==> src/rtl/alu.sv <==
// Datapath ALU: combines accum and data under a 3-bit opcode, with a
// combinational result/zero flag and an enable-captured registered copy.
module alu #(
  parameter int WIDTH = 8
) (
  input  logic             clk,
  input  logic             rst,
  input  logic [2:0]       opcode,
  input  logic [WIDTH-1:0] data,
  input  logic [WIDTH-1:0] accum,
  input  logic             en,
  output logic [WIDTH-1:0] out,
  output logic             zero,
  output logic [WIDTH-1:0] out_r,
  output logic             zero_r,
  output logic             carry_r
);

  typedef enum logic [2:0] {
    OP_PASS0 = 3'b000,
    OP_PASS1 = 3'b001,
    OP_ADD   = 3'b010,
    OP_AND   = 3'b011,
    OP_XOR   = 3'b100,
    OP_PASSD = 3'b101,
    OP_PASS6 = 3'b110,
    OP_PASS7 = 3'b111
  } op_t;

  logic [WIDTH:0] sum;
  logic           carry;

  assign sum  = {1'b0, accum} + {1'b0, data};
  assign zero = (accum == '0);

  // An X/Z opcode matches no item and falls through to X so it stays visible.
  always_comb begin
    out   = 'x;
    carry = 1'b0;
    case (opcode)
      OP_PASS0: out = accum;
      OP_PASS1: out = accum;
      OP_ADD: begin
        out   = sum[WIDTH-1:0];
        carry = sum[WIDTH];
      end
      OP_AND:   out = accum & data;
      OP_XOR:   out = accum ^ data;
      OP_PASSD: out = data;
      OP_PASS6: out = accum;
      OP_PASS7: out = accum;
      default: begin
        out   = 'x;
        carry = 1'b0;
      end
    endcase
  end

  // Reset takes priority over the capture enable.
  always_ff @(posedge clk) begin
    if (rst) begin
      out_r   <= '0;
      zero_r  <= 1'b0;
      carry_r <= 1'b0;
    end else if (en) begin
      out_r   <= out;
      zero_r  <= zero;
      carry_r <= carry;
    end
  end

endmodule

==> config.mk <==
export PLATFORM = sky130hd
export DESIGN_NAME = alu
export DESIGN_NICKNAME = d
export VERILOG_FILES = /design/src/rtl/alu.sv
export SDC_FILE = /design/constraint.sdc
export NUM_CORES = 1
export LEC_CHECK = 0
export ABC_AREA = 1
export CORE_MARGIN = 8
export CORE_UTILIZATION = 44
export DETAILED_ROUTE_END_ITERATION = 10
export PLACE_DENSITY = 0.82
export SYNTH_ARGS = -nofsm -noshare
export SYNTH_HDL_FRONTEND = slang
export SYNTH_SLANG_ARGS = --single-unit
==> constraint.sdc <==
create_clock -name clk -period 2.1 [get_ports clk]
set_input_delay 0.315 -clock clk [delete_from_list [all_inputs] [get_ports clk]]
set_output_delay 0.315 -clock clk [all_outputs]
set_load 0.01 [all_outputs]
==> run metrics <==
status=finished clean; worst path cell trace=clkbuf_2 > ha_2 > fa_2 > nand2_4 > nand3_4 > nand2_2 > buf_4 > buf_4 > buf_4 > buf_4 > buf_4 > buf_4 > buf_4 > o21ai_2 > nand2_1 > a21oi_1; CORE AREA=between 2000 and 2500 um^2; clk root buf=clkbuf_4; fmax=about 0.5 GHz; clock power share=15.7%; die width=65.8 um; CTS tree=built; Yosys top cell area share=a little under a fifth; Unique masters post-synth=26; yosys warns=0; final setup vio count=0; CP Launch Type=input port; Worst-path clk slew=about 0.06 ns; gr ovfl total=0; Routability Congestion=about 0.93; WP data arrival=approximately 2.2 ns; max cap viols=0; post-route ant nets=0; Reg-to-Reg End=out_r[5]; Reg2Reg Setup Slack=1.44 ns; first-pass GRT wire length=6610 um; ratio of cells with drive above 1 in the final layout=32.2%; Period minus WS final=between 2 and 2.5 ns; Slew headroom=between 70% and 80%; Worst setup EP type=flop; ys flop type=dfxtp_1; R2R depth=4; Power Density=approximately 400 nW/um^2; 1st-pass router iterations=5; largest net degree at the start of global routing=15; Leak=approximately 1.1 nW; crit path to=carry_r; Core Util, Final=between 80% and 90%; CTS Buffer Depth=2; final hold viol count=0; Starting Density=a little under half; total net switching power=0.288 mW; Max Slew Vio Count=0; Mapped Area=about 1100 um^2; Routed WL=4260 um; DR WL/cell=between 10 and 15 um; CP max-delay cell=fa_2; hold-fix buffers at CTS=0; CP Depth=16; count leader, synth=nand2_1; HP Class=flop to flop; # diodes=0; number of synthesized flops with an enable pin=0; Die H=65.8 um; PortBufs=40; worst vdd ir=approximately 0.34 mV; I/O Pins=between 40 and 50; Clock Latency Late Sink=between 0.2 and 0.3 ns; Syn Inst Count=192; worst endpoint required time=2.28 ns; H-tree levels=1; post-synth top area cell=nand2_1; worst hold margin=~0.47 ns; # DRC=0; Pint=between 0.4 and 0.5 mW; Slew @ Worst Pin=roughly 0.35 ns; worst-path maximum fanout=2; Via Count=roughly 1600; CP top delay family=buffers and inverters; Avg Cell Area, Syn=roughly 5.7 um^2; number of synthesized register bits=10; die area=roughly 4300 um^2; crit path kind=input port to flop; DP Area=between 1500 and 2000 um^2; DRT iter0 DRCs=105; vias in the first global route=between 1000 and 1500; num rows=18; Nets=309; sequential share of power=26.5%; antenna violations before repair=0; Buf+Inv Stages, Crit Path=8; fillers=approximately 160; synth cell count leaders=54 x nand2_1, 31 x inv_1, 26 x nor2_1; GRT Resource Usage Total=18.8%; CP dominant cell by count=buf_4; DR vias/cell=between 5 and 6; CTS sink cnt=10; post-route design area=slightly below 2000 um^2; Syn Nets=~220; Setup crit start=data[0]; Final Skew=0 ns; HPWL Detailed=around 2800 um; Sw Share=36.7%; Inserted Clock Buffers=3; ranking of synthesized cells by area=nand2_1 19%, dfxtp_1 18%, inv_1 11%; reg-to-reg critical path startpoint=out_r[5]; power share of the combinational group=just under 60%; fin crit share=between 90% and 100%; sequential cell area fraction in the yosys report=18.3%; multi-input logic area=882 um^2; final setup TNS=0 ns; Layout area overhead=79.6%; critical path's largest stage delay=~0.24 ns; sequential cell area=200 um^2; asr flop ratio synth=0%
placed cells by master, fill, tap and decap left out, types with 3 or more instances in the layout:
cell,count
nand2_1,49
buf_4,43
inv_1,28
nor2_1,26
nand3_1,16
clkdlybuf4s50_1,14
dfxtp_1,10
o21ai_0,8
dlygate4sd2_1,8
inv_2,7
o21ai_1,6
nand2_2,5
ha_4,5
dlymetal6s2s_1,5
clkbuf_2,4
buf_2,4
nand3_2,3
o22ai_1,3
a21oi_1,3
clkbuf_4,3
clkdlybuf4s15_1,3
logic make-up (layout without fill, tap and decap cells):
family / after synthesis / in the layout / share of synthesized area, %
AND/OR/NAND/NOR: 111 / 111 / 44.1
buffers and inverters: 37 / 121 / 13.2
AO/OA/AOI/OAI: 23 / 23 / 11.8
flip-flops: 10 / 10 / 18.3
adder cells (fa/ha/maj): 9 / 9 / 11.0
XOR/XNOR: 2 / 2 / 1.60
power by group through the flow:
| stage | logic [mW] | clock network, mW | registers [mW] |
|---|---|---|---|
| floorplan | 0.171 | 0 | 0.219 |
| global placement | 0.379 | 0 | 0.212 |
| detailed placement | 0.385 | 0 | 0.212 |
| CTS | 0.419 | 0.126 | 0.208 |
| global route | 0.494 | 0.135 | 0.209 |
| finish | 0.454 | 0.123 | 0.208 |
how the worst min path moves through the flow:
stage	startpoint	endpoint	slack, ns	cells past startpoint
2_1_floorplan	carry_r	carry_r	0.49	2
3_3_place_gp	carry_r	carry_r	0.46	2
3_5_place_dp	carry_r	carry_r	0.46	2
4_1_cts	carry_r	carry_r	0.47	2
5_1_grt	carry_r	carry_r	0.50	2
6_report	carry_r	carry_r	0.47	2
registers in the layout, summed over array words and instances, names as in the netlist:
signal / flops
zero_r: 1
out_r: 8
carry_r: 1
cell type report:
cell class                 count  area share [%]
clock buffer                   3            1.15
inverter                      35            6.70
multi-input combinational    145            45.0
sequential                    10            10.2
tap                           30            1.91
timing repair buffer          83            35.1
what timing repair did:
item | 4_1_cts | 5_1_grt
gates resized for setup | 54 | 28
gates cloned | 0 | 0
setup endpoints to repair | 9 | 9
setup buffers | 10 | 1
pin swaps | 7 | 12
per-stage QoR:
| stage | setup WS [ns] | power (mW) | instances |
|---|---|---|---|
| global placement | -0.688 | 0.591 | 292 |
| detailed placement | -0.742 | 0.597 | 292 |
| CTS | -0.0790 | 0.754 | 305 |
| finish | 0.0764 | 0.785 | 306 |
| global route | -0.00710 | 0.839 | 306 |
| floorplan | 0.331 | 0.390 | 192 |
worst min-delay path: cells and delay by family (launching register included):
kind	cells	cell delay, ns
flops	1	0.31
simple gates	1	0.07
compound gates	1	0.05
per-layer routing:
metal  vias up  GRT usage, %  part of all wire, %
li1        778             -                    -
met1       741          22.9                   40
met2        91          32.8                   49
met3         9          2.37                  8.7
met4         0          6.27                  1.4
met5         -             0                    0
Note: power is estimated with default switching activity, not from simulation.
